### src/rtl/alu32_seq.sv
// rtl/alu32_seq.sv - sequential ALU with registered result and shift-add multiplier
// Optional signed-overflow output enabled by defining ALU_OVERFLOW_EN.
module alu32_seq #(
  parameter int WIDTH = 32
) (
  input  logic             clk,
  input  logic             reset,
  input  logic             start,
  input  logic [2:0]       ALUop,
  input  logic [WIDTH-1:0] A,
  input  logic [WIDTH-1:0] B,
  output logic [WIDTH-1:0] R,
  output logic             busy,
  output logic             done,
  output logic             zero
`ifdef ALU_OVERFLOW_EN
  ,
  output logic             overflow
`endif
);

  localparam int CW = (WIDTH > 1) ? $clog2(WIDTH) : 1;
  localparam logic [CW-1:0] LAST_ITER = CW'(WIDTH - 1);

  localparam logic [2:0] OP_AND  = 3'b000;
  localparam logic [2:0] OP_OR   = 3'b001;
  localparam logic [2:0] OP_XOR  = 3'b010;
  localparam logic [2:0] OP_NOR  = 3'b011;
  localparam logic [2:0] OP_ADD  = 3'b100;
  localparam logic [2:0] OP_SUB  = 3'b101;
  localparam logic [2:0] OP_SLT  = 3'b110;
  localparam logic [2:0] OP_MULT = 3'b111;

  typedef enum logic {
    IDLE = 1'b0,
    MUL  = 1'b1
  } state_t;

  state_t           state_q;
  logic [WIDTH-1:0] r_q;
  logic [WIDTH-1:0] mcand_q;
  logic [WIDTH-1:0] mplier_q;
  logic [WIDTH-1:0] acc_q;
  logic [CW-1:0]    cnt_q;
  logic             busy_q;
  logic             done_q;

  logic [WIDTH-1:0] sum;
  logic [WIDTH-1:0] diff;
  logic [WIDTH-1:0] alu_d;
  logic [WIDTH-1:0] acc_d;

  always_comb begin
    sum   = A + B;
    diff  = A - B;
    alu_d = '0;
    case (ALUop)
      OP_AND:  alu_d = A & B;
      OP_OR:   alu_d = A | B;
      OP_XOR:  alu_d = A ^ B;
      OP_NOR:  alu_d = ~(A | B);
      OP_ADD:  alu_d = sum;
      OP_SUB:  alu_d = diff;
      OP_SLT:  alu_d = {{(WIDTH-1){1'b0}}, ($signed(A) < $signed(B))};
      default: alu_d = '0;
    endcase
  end

  // One multiplier step: conditional add of the shifted multiplicand.
  always_comb begin
    acc_d = mplier_q[0] ? (acc_q + mcand_q) : acc_q;
  end

`ifdef ALU_OVERFLOW_EN
  logic ovf_q;
  logic ovf_d;

  always_comb begin
    ovf_d = 1'b0;
    case (ALUop)
      OP_ADD:  ovf_d = (A[WIDTH-1] == B[WIDTH-1]) && (sum[WIDTH-1]  != A[WIDTH-1]);
      OP_SUB:  ovf_d = (A[WIDTH-1] != B[WIDTH-1]) && (diff[WIDTH-1] != A[WIDTH-1]);
      default: ovf_d = 1'b0;
    endcase
  end

  always_ff @(posedge clk) begin
    if (reset) begin
      ovf_q <= 1'b0;
    end else if (state_q == IDLE && start && ALUop != OP_MULT) begin
      ovf_q <= ovf_d;
    end else if (state_q == MUL && cnt_q == LAST_ITER) begin
      ovf_q <= 1'b0;
    end
  end

  assign overflow = ovf_q;
`endif

  always_ff @(posedge clk) begin
    if (reset) begin
      state_q  <= IDLE;
      r_q      <= '0;
      mcand_q  <= '0;
      mplier_q <= '0;
      acc_q    <= '0;
      cnt_q    <= '0;
      busy_q   <= 1'b0;
      done_q   <= 1'b0;
    end else begin
      done_q <= 1'b0;
      case (state_q)
        IDLE: begin
          if (start) begin
            if (ALUop == OP_MULT) begin
              mcand_q  <= A;
              mplier_q <= B;
              acc_q    <= '0;
              cnt_q    <= '0;
              busy_q   <= 1'b1;
              state_q  <= MUL;
            end else begin
              r_q    <= alu_d;
              done_q <= 1'b1;
            end
          end
        end
        MUL: begin
          acc_q    <= acc_d;
          mcand_q  <= mcand_q << 1;
          mplier_q <= mplier_q >> 1;
          cnt_q    <= cnt_q + 1'b1;
          // R is only written on the final iteration, so it holds the previous result meanwhile.
          if (cnt_q == LAST_ITER) begin
            r_q     <= acc_d;
            done_q  <= 1'b1;
            busy_q  <= 1'b0;
            state_q <= IDLE;
          end
        end
        default: state_q <= IDLE;
      endcase
    end
  end

  assign R    = r_q;
  assign busy = busy_q;
  assign done = done_q;
  assign zero = (r_q == '0);

endmodule
### config.mk
export PLATFORM = sky130hd
export DESIGN_NAME = alu32_seq
export DESIGN_NICKNAME = d
export VERILOG_FILES = /design/src/rtl/alu32_seq.sv
export SDC_FILE = /design/constraint.sdc
export NUM_CORES = 1
export LEC_CHECK = 0
export ABC_CLOCK_PERIOD_IN_PS = 9900
export CAP_MARGIN = 0
export CORE_ASPECT_RATIO = 0.75
export CORE_MARGIN = 2
export CORE_UTILIZATION = 38
export CTS_CLUSTER_DIAMETER = 200
export DETAILED_ROUTE_END_ITERATION = 10
export SETUP_SLACK_MARGIN = 0.05
export SLEW_MARGIN = 40
export SYNTH_ARGS = -nofsm -noshare
export SYNTH_HDL_FRONTEND = slang
export SYNTH_SLANG_ARGS = --single-unit
### constraint.sdc
create_clock -name clk -period 9.9 [get_ports clk]
set_clock_uncertainty 0.05 [all_clocks]
set_input_delay 1.98 -clock clk [delete_from_list [all_inputs] [get_ports clk]]
set_output_delay 1.98 -clock clk [all_outputs]
set_load 0.02 [all_outputs]
Word level (Yosys, flattened, before mapping). Index checks and enable logic that the tools add are counted.

Add/sub/neg operators: 4. Magnitude comparators: 1. Eq/ne operators: 12. Mux-type cells: 30. Bitwise logic cells: 5. Reduce and logical (&&, ||, !) cells: 5.

Operators by type and width (number): $mux W32 (10); $pmux W32 S2 (4); $pmux W32 S7 (1); $add A32 B32 Y32 (2); $and A32 B32 Y32 (1); $logic_not A32 Y1 (1); $lt A32 B32 Y1 (1); $not A32 Y32 (1); $or A32 B32 Y32 (1); $sub A32 B32 Y32 (1); $xor A32 B32 Y32 (1); $eq A3 B3 Y1 const B (4); $mux W5 (2); $pmux W5 S2 (1); $mux W1 (9); $eq A3 B2 Y1 const B (2); $ne A2 B2 Y1 const B (3); $pmux W1 S2 (3); $reduce_and A3 Y1 (2); $add A5 B1 Y5 const B (1); $eq A5 B5 Y1 const B (1); $eq A3 B1 Y1 const B (1); $logic_not A3 Y1 (1); $ne A2 B1 Y1 const B (1); 2 further kinds (2).

Flip-flop bits (word level): 136. Bits of input ports: 70. Output and inout bits: 35. Logic and storage cells: 65.

Depth between registers and ports, before layout. Gate-level depths: netlist of the first run.

Word-level depth: 6. Gate-level depth with buffers: 14. Depth with buffers taken out: 14.

Worst setup path before layout of the first run. No wires, ideal clock.

Path kind: input -> register. From: input port A[0]. To: register r_q[30], in the netlist R[30]. Library setup time: 131 ps. Arrival time: 4476 ps. Data required time: 9719 ps. Path slack: 5243 ps. Stages: 13. Buffers on the path: 0. Cell sequence: ha_1 > inv_1 > fa_1 > nand2b_1 > a221oi_2 > o21ai_1 > a2111oi_2 > o21ai_2 > a31oi_1 > a311oi_2 > xnor2_1 > a221oi_2 > o22ai_1.

Cells in the longest elaborated chain, start to end: 5. Elaborated cells between the ends (all ways): 6. Those cells by class: add/sub: 2; mux: 4.

Ends and longest elaborated chain: start: declaration (line 10) `input logic [WIDTH-1:0] A,`; $sub A32 B32 Y32 / $add A32 B32 Y32 (equally long branches) (line 55, 54); $pmux W32 S7 * (line 57) `case (ALUop)`; $mux W32 * (line 115) `if (ALUop == OP_MULT) begin`; $mux W32 * (line 114) `if (start) begin`; $pmux W32 S2 * (line 112) `case (state_q)`; end signal: assignment (line 123) `r_q <= alu_d;`; end: declaration (line 40) `logic [WIDTH-1:0] r_q;`.

Every way passes the cells marked *; elsewhere a longest branch is shown, timed or not. The select of a mux whose other input is x is not followed. A chain may end at the register's enable or synchronous reset.

Worst setup path after layout of the first run.
From: input port B[0]. To: register r_q[30], in the netlist R[30].

Cells in the longest elaborated chain, start to end: 5. Elaborated cells between the ends (all ways): 6. Those cells by class: add/sub: 2; mux: 4.

Ends and longest elaborated chain: start: declaration (line 11) `input logic [WIDTH-1:0] B,`; $sub A32 B32 Y32 / $add A32 B32 Y32 (equally long branches) (line 55, 54); $pmux W32 S7 * (line 57); $mux W32 * (line 115); $mux W32 * (line 114); $pmux W32 S2 * (line 112).

Marks and branches as above.

==> results of run 1 <==
## kinds of logic (layout without fill, tap and decap cells)
kind of cell | count (synthesis) | after routing | synth area share (%)
muxes | 96 | 96 | 7.80
DFF | 136 | 136 | 21.7
adders and majority gates | 135 | 135 | 13.7
xor gates and xnor gates | 53 | 53 | 3.70
and+or+nand+nor | 500 | 500 | 18.0
buffers and inverters | 216 | 265 | 6.64
AOI/OAI and AO/OA | 541 | 541 | 28.5
## layout make-up
cell class | instances | area [sq um] | area share, %
clock buffers | 18 | 429 | 2.97
multi-input cells | 1325 | 9020 | 62.4
inverters | 115 | 432 | 2.98
repair buffers | 118 | 1160 | 8.00
well taps | 442 | 553 | 3.82
clock inverters | 14 | 145 | 1.00
flip-flops and latches | 136 | 2730 | 18.8
## report_power, final
| group | leakage [nW] | internal (mW) | switching (mW) | total (mW) |
|---|---|---|---|---|
| Sequential | 1.11 | 0.574 | 0.0304 | 0.604 |
| Clock | 0.282 | 0.372 | 0.286 | 0.658 |
| Combinational | 4.40 | 0.204 | 0.327 | 0.531 |
| Total | 5.79 | 1.15 | 0.644 | 1.79 |
## metrics by stage
step | hold slack, ns | instances | util, % | power (mW)
after floorplan | 0.393 | 1677 | - | 0.948
after global placement | 0.411 | 2134 | 42.7 | 1.13
after detailed placement | 0.418 | 2136 | 42.8 | 1.14
after CTS | 0.426 | 2168 | 44.6 | 1.80
after global routing | 0.445 | 2168 | 44.6 | 1.88
final | 0.425 | 2168 | 44.6 | 1.79
## routing by layer
| metal | up-vias | global-route usage, % | share of wire (%) |
|---|---|---|---|
| li1 | 6134 | - | - |
| met5 | - | 0 | 0 |
| met2 | 431 | 39.0 | 43 |
| met3 | 81 | 5.11 | 6.3 |
| met4 | 0 | 10.9 | 3.7 |
| met1 | 6050 | 36.8 | 47 |
## worst max-delay path by stage
| stage | slack [ns] | cells after the start | start | end |
|---|---|---|---|---|
| 2_1_floorplan | 5.24 | 13 | A[0] | R[30]$_SDFFE_PP0P_ |
| 3_3_place_gp | 4.13 | 13 | A[7] | R[30]$_SDFFE_PP0P_ |
| 3_5_place_dp | 4.06 | 14 | B[0] | R[30]$_SDFFE_PP0P_ |
| 4_1_cts | 4.51 | 14 | B[0] | R[30]$_SDFFE_PP0P_ |
| 5_1_grt | 4.27 | 14 | B[0] | R[30]$_SDFFE_PP0P_ |
| 6_report | 4.41 | 14 | B[0] | R[30]$_SDFFE_PP0P_ |
## state kept, by name, indices dropped and copies added (netlist names)
signal / cells
state_q: 1
R: 32
cnt_q: 5
mplier_q: 32
done: 1
acc_q: 32
mcand_q: 32
busy: 1
## cells in the mapped netlist, drive strengths merged, types with 17 or more instances
master,number
a211oi,93
a21o,20
a21oi,159
a22oi,18
a311oi,18
buf,19
clkbuf,82
dfxtp,136
ha,132
inv,114
mux2i,83
nand2,124
nand2b,18
nand3,23
nor2,217
nor2b,17
nor3,33
nor4,17
o21ai,97
xnor2,38
## critical path: cells and delay by family
family / cells / cell delay (ns)
AOI/OAI and AO/OA: 8 / 2.03
buffers and inverters: 2 / 0.69
adders and majority gates: 2 / 0.66
and+or+nand+nor: 1 / 0.18
xor gates and xnor gates: 1 / 0.18
==> impl_metrics.toml, run 1 <==
[sta]
maxSlewViolCount = 0
finalSetupTns_ns = 0
slew_headroom_pct = 39.8
min_period_ns = 5.49
worst_slew_pin_slew_ns = 0.895
min_period_over_period_pct = 55.5
max_freq_mhz = 182
rsz0062_at_grt = "no"
finalHoldViolCount = 0
setup_violations = 0
timing.final.ws_setup_ns = 4.41

[hold_path]
hold_path_depth = 2
min_to = "acc_q[10]$_SDFFE_PP0P_"
hold_path.class = "reg -> reg"
worstHoldStart = "acc_q[10]$_SDFFE_PP0P_"

[pwr]
ir_worst_vdd_uv = 97.6
power_density_nw_per_um2 = 124
p_leak_nw = 5.79

[routing]
routedWlPerCell_um = 20.7
remaining_drc_errors = 0
postRouteAntennaNets = 0
routed-via-count = 12696
drtPass1Iterations = 6
drt_wl_total_mm = 44.8
routed_via_density = 5.86
first_iter_violations = 1016

[layout]
finalNetCount = 1918
num_antenna_cells = 0
layout-drive-gt1-share_pct = 5.39
final_common_cell = "nor2_1"
syn_to_final_growth_pct = 15.4
fin_area_sq_um = 14500
mostFrequentLayoutCells = "214 x nor2_1, 159 x a21oi_1, 135 x dfxtp_1"
fillers = 3356

[synth]
synth_cells = 1677
async_flop_share_pct = 0
syn_area_sq_um = 12500
synth.ff_latch_count = 136
synth_enable_flop_cells = 0
syn_nets = 1882
synth_ff_type = "dfxtp_1"
yosysWarnings = 0
ys_seq_area_share_pct = 21.7
synth_top_cell_by_area = "dfxtp_1"
synthTopCellsByArea = "dfxtp_1 22%, ha_1 13%, mux2i_1 6.6%, nor2_1 6.5%, a21oi_1 6.3%"
post_synth.cell_area_avg_sq_um = 7.47
yosys.area.top_type_share_pct = 21.7
synth.distinct_cells = 83

[floorplanning]
io_pins = 105
die-height_um = 161
die_area_sq_um = 34500
die_w_um = 214
initial_core_util_pct = 38.6
rows = 57
core_sq_um = 32400

[critical_path]
cp_slowest_cell = "clkdlybuf4s50_1"
cp_max_fo = 4
reg2reg_to = "R[24]$_SDFFE_PP0P_"
crit_type = "in -> reg"
cpMostUsedCell = "a221oi_2"
critPathRequiredTime_ns = 10.14
cp-end-kind = "flop"
slowest_delay_ns = 0.62
reg2reg_slack_ns = 6.07
worstSetupStartpointType = "primary input"
r2r_start = "mcand_q[0]$_SDFFE_PP0P_"
cp_cell_sequence = "clkdlybuf4s50_1, ha_1, inv_1, fa_1, nand2b_1, a221oi_2, o21ai_1, a2111oi_2, o21ai_2, a31oi_1, a311oi_2, xnor2_1, a221oi_2, o22ai_1"
worstRegToRegCells = 12
arrival_ns = 5.73

[cts]
root_buffer = "clkbuf_16"
post_cts_buffers = 0
numCtsBuffers = 17
cts.clk_slew.worst_paths_ns = 0.06
clock_sinks = 136
cts_tree = "done"
cts_hold_buf = 0
clockBufferDepth = 2
cts-resized-gates = 0
cts_max_level = 4
clk_latency_ns = 0.46

[global_route]
grt_max_degree = 113
grt_pass1_vias = 11942
grt_antenna_before_repair = 0
gr-total-overflow = 0
grt_use_total_pct = 26.2
grt_pass1_wl_mm = 69.3

[place]
placed_area_sq_um = 13900
io_buffers = 104
dp_hpwl_mm = 33.5
post-place-ws_ns = 4.06
gp_congestion = 0.975

[status]
outcome = "completed"

[flow_run]
maxCapViolations = 0
(Power assumes the default switching activity.)
==> run 2: changes to the inputs <==
ABC_CLOCK_PERIOD_IN_PS = 5000   (was 9900)
clock period = 5 ns   (was 9.9 ns; I/O delays follow)
==> impl_metrics.toml, run 2 (same netlist as run 1, synthesis figures left out) <==
[status]
outcome = "completed"

[cts]
root_buffer = "clkbuf_16"
clk_latency_ns = 0.45
clockBufferDepth = 2
numCtsBuffers = 17
cts_hold_buf = 0
cts.clk_slew.worst_paths_ns = 0.06
cts-resized-gates = 0
clock_sinks = 136
cts_tree = "done"
post_cts_buffers = 0
cts_max_level = 4

[layout]
finalNetCount = 1942
fillers = 3326
layout-drive-gt1-share_pct = 6.52
num_antenna_cells = 0
mostFrequentLayoutCells = "216 x nor2_1, 159 x a21oi_1, 135 x dfxtp_1"
final_common_cell = "nor2_1"
syn_to_final_growth_pct = 17.1

[routing]
routed-via-count = 12746
drtPass1Iterations = 5
routed_via_density = 5.82
first_iter_violations = 1147
remaining_drc_errors = 0
drt_wl_total_mm = 45.7
postRouteAntennaNets = 0
routedWlPerCell_um = 20.9

[critical_path]
arrival_ns = 4.70
r2r_start = "mcand_q[0]$_SDFFE_PP0P_"
worstSetupStartpointType = "primary input"
worstRegToRegCells = 12
critPathBufInv = 2
slowest_delay_ns = 0.59
cp_max_fo = 4
cpMostUsedCell = "a221oi_2"
reg2reg_slack_ns = 1.29
path_delay_family = "compound AO/OA/AOI/OAI gates"
crit_type = "in -> reg"
cp-end-kind = "flop"
cp_cell_sequence = "clkdlybuf4s50_1, ha_1, inv_1, fa_1, nand2b_1, a221oi_2, o21ai_1, a2111oi_2, o21ai_2, a31oi_1, a311oi_2, xnor2_1, a221oi_2, o22ai_1"
reg2reg_to = "R[22]$_SDFFE_PP0P_"
critPathRequiredTime_ns = 5.25
cp_slowest_cell = "clkdlybuf4s50_1"

[floorplanning]
rows = 57
die-height_um = 161
die_area_sq_um = 34500
initial_core_util_pct = 38.6
core_sq_um = 32400
die_w_um = 214
io_pins = 105

[pwr]
p_switching_mw = 1.27
intPower_mw = 2.29
p_clk_share_pct = 36.1
p_leak_nw = 5.92
ir_worst_vdd_uv = 195
power_frac_comb_pct = 30.3
power_density_nw_per_um2 = 243
seq_power_share_pct = 33.6
p_sw_share_pct = 35.6

[hold_path]
min_to = "acc_q[10]$_SDFFE_PP0P_"
worstHoldStart = "acc_q[10]$_SDFFE_PP0P_"
hold_path_depth = 2
hold_path.class = "reg -> reg"

[place]
dp_hpwl_mm = 34.7
io_buffers = 104
gp_congestion = 0.945

[global_route]
grt_pass1_vias = 12249
grt_use_total_pct = 26.9
grt_max_degree = 78
grt_antenna_before_repair = 0
gr-total-overflow = 0
grt_pass1_wl_mm = 70.7

[sta]
setup_violations = 0
max_freq_mhz = 225
hold-worst-slack_ns = 0.424
finalHoldViolCount = 0
min_period_ns = 4.45
finalSetupTns_ns = 0
min_period_over_period_pct = 89.1
maxSlewViolCount = 0
worst_slew_pin_slew_ns = 0.820
rsz0062_at_grt = "no"
slew_headroom_pct = 45.3

[flow_run]
maxCapViolations = 0
-- run 2: cell count changes in the layout (fill, tap and decap cells not counted), sizes merged --
cell and delta:
inv -4, clkinv +1, bufinv -1, clkbuf +2
buf +25
-- run 2: area by class of cell --
cell class / instances / area (sq um) / share of cell area, %
flip-flops and latches: 136 / 2730 / 18.6
well taps: 442 / 553 / 3.77
clock buffers: 21 / 480 / 3.27
inverters: 115 / 432 / 2.94
clock inverters: 10 / 95.1 / 0.648
multi-input cells: 1325 / 9010 / 61.4
repair buffers: 142 / 1370 / 9.36
-- run 2: worst max-delay path by stage --
stage / startpoint / to / slack (ns) / depth (start not counted)
2_1_floorplan: A[0] / R[30]$_SDFFE_PP0P_ / 1.32 / 13
3_3_place_gp: A[0] / R[30]$_SDFFE_PP0P_ / 0.25 / 14
5_1_grt: A[0] / R[30]$_SDFFE_PP0P_ / 0.33 / 14
4_1_cts: A[0] / R[30]$_SDFFE_PP0P_ / 0.58 / 14
3_5_place_dp: A[0] / R[30]$_SDFFE_PP0P_ / 0.14 / 14
6_report: A[0] / R[30]$_SDFFE_PP0P_ / 0.55 / 14
-- run 2: worst reg2reg max path, cell delays in order (launching register included) --
cell and delay [ns]:
dfxtp_1 0.36, ha_1 0.33, fa_1 0.44, a21o_1 0.21, nand4_1 0.14, a31oi_1 0.16
o21ai_1 0.32, a21boi_1 0.17, o31ai_1 0.61, xor2_1 0.14, o21ai_0 0.41, a211oi_1 0.11
nor3_1 0.18
-- run 2: stage by stage --
step	power [mW]	cells	utilization, %	instance area [sq um]	setup slack [ns]
floorplan	1.88	1677	-	12500	1.32
global placement	2.28	2159	43.3	14100	0.246
detailed placement	2.28	2160	43.4	14100	0.138
CTS	3.58	2191	45.2	14700	0.585
global route	3.74	2191	45.2	14700	0.328
finish	3.56	2191	45.2	14700	0.547
-- run 2: power groups by stage --
stage / registers, mW / logic, mW / clock network, mW
floorplan: 1.22 / 0.659 / 0
global placement: 1.22 / 1.06 / 0
detailed placement: 1.22 / 1.06 / 0
CTS: 1.20 / 1.07 / 1.31
global route: 1.20 / 1.18 / 1.35
finish: 1.20 / 1.08 / 1.28
-- run 2: metal layers --
metal	up-vias	GRT usage [%]	routed length [um]
met5	-	0	0
met3	71	5.02	2760
met2	397	39.9	19400
met1	6107	38.0	21900
li1	6171	-	-
met4	0	11.0	1770
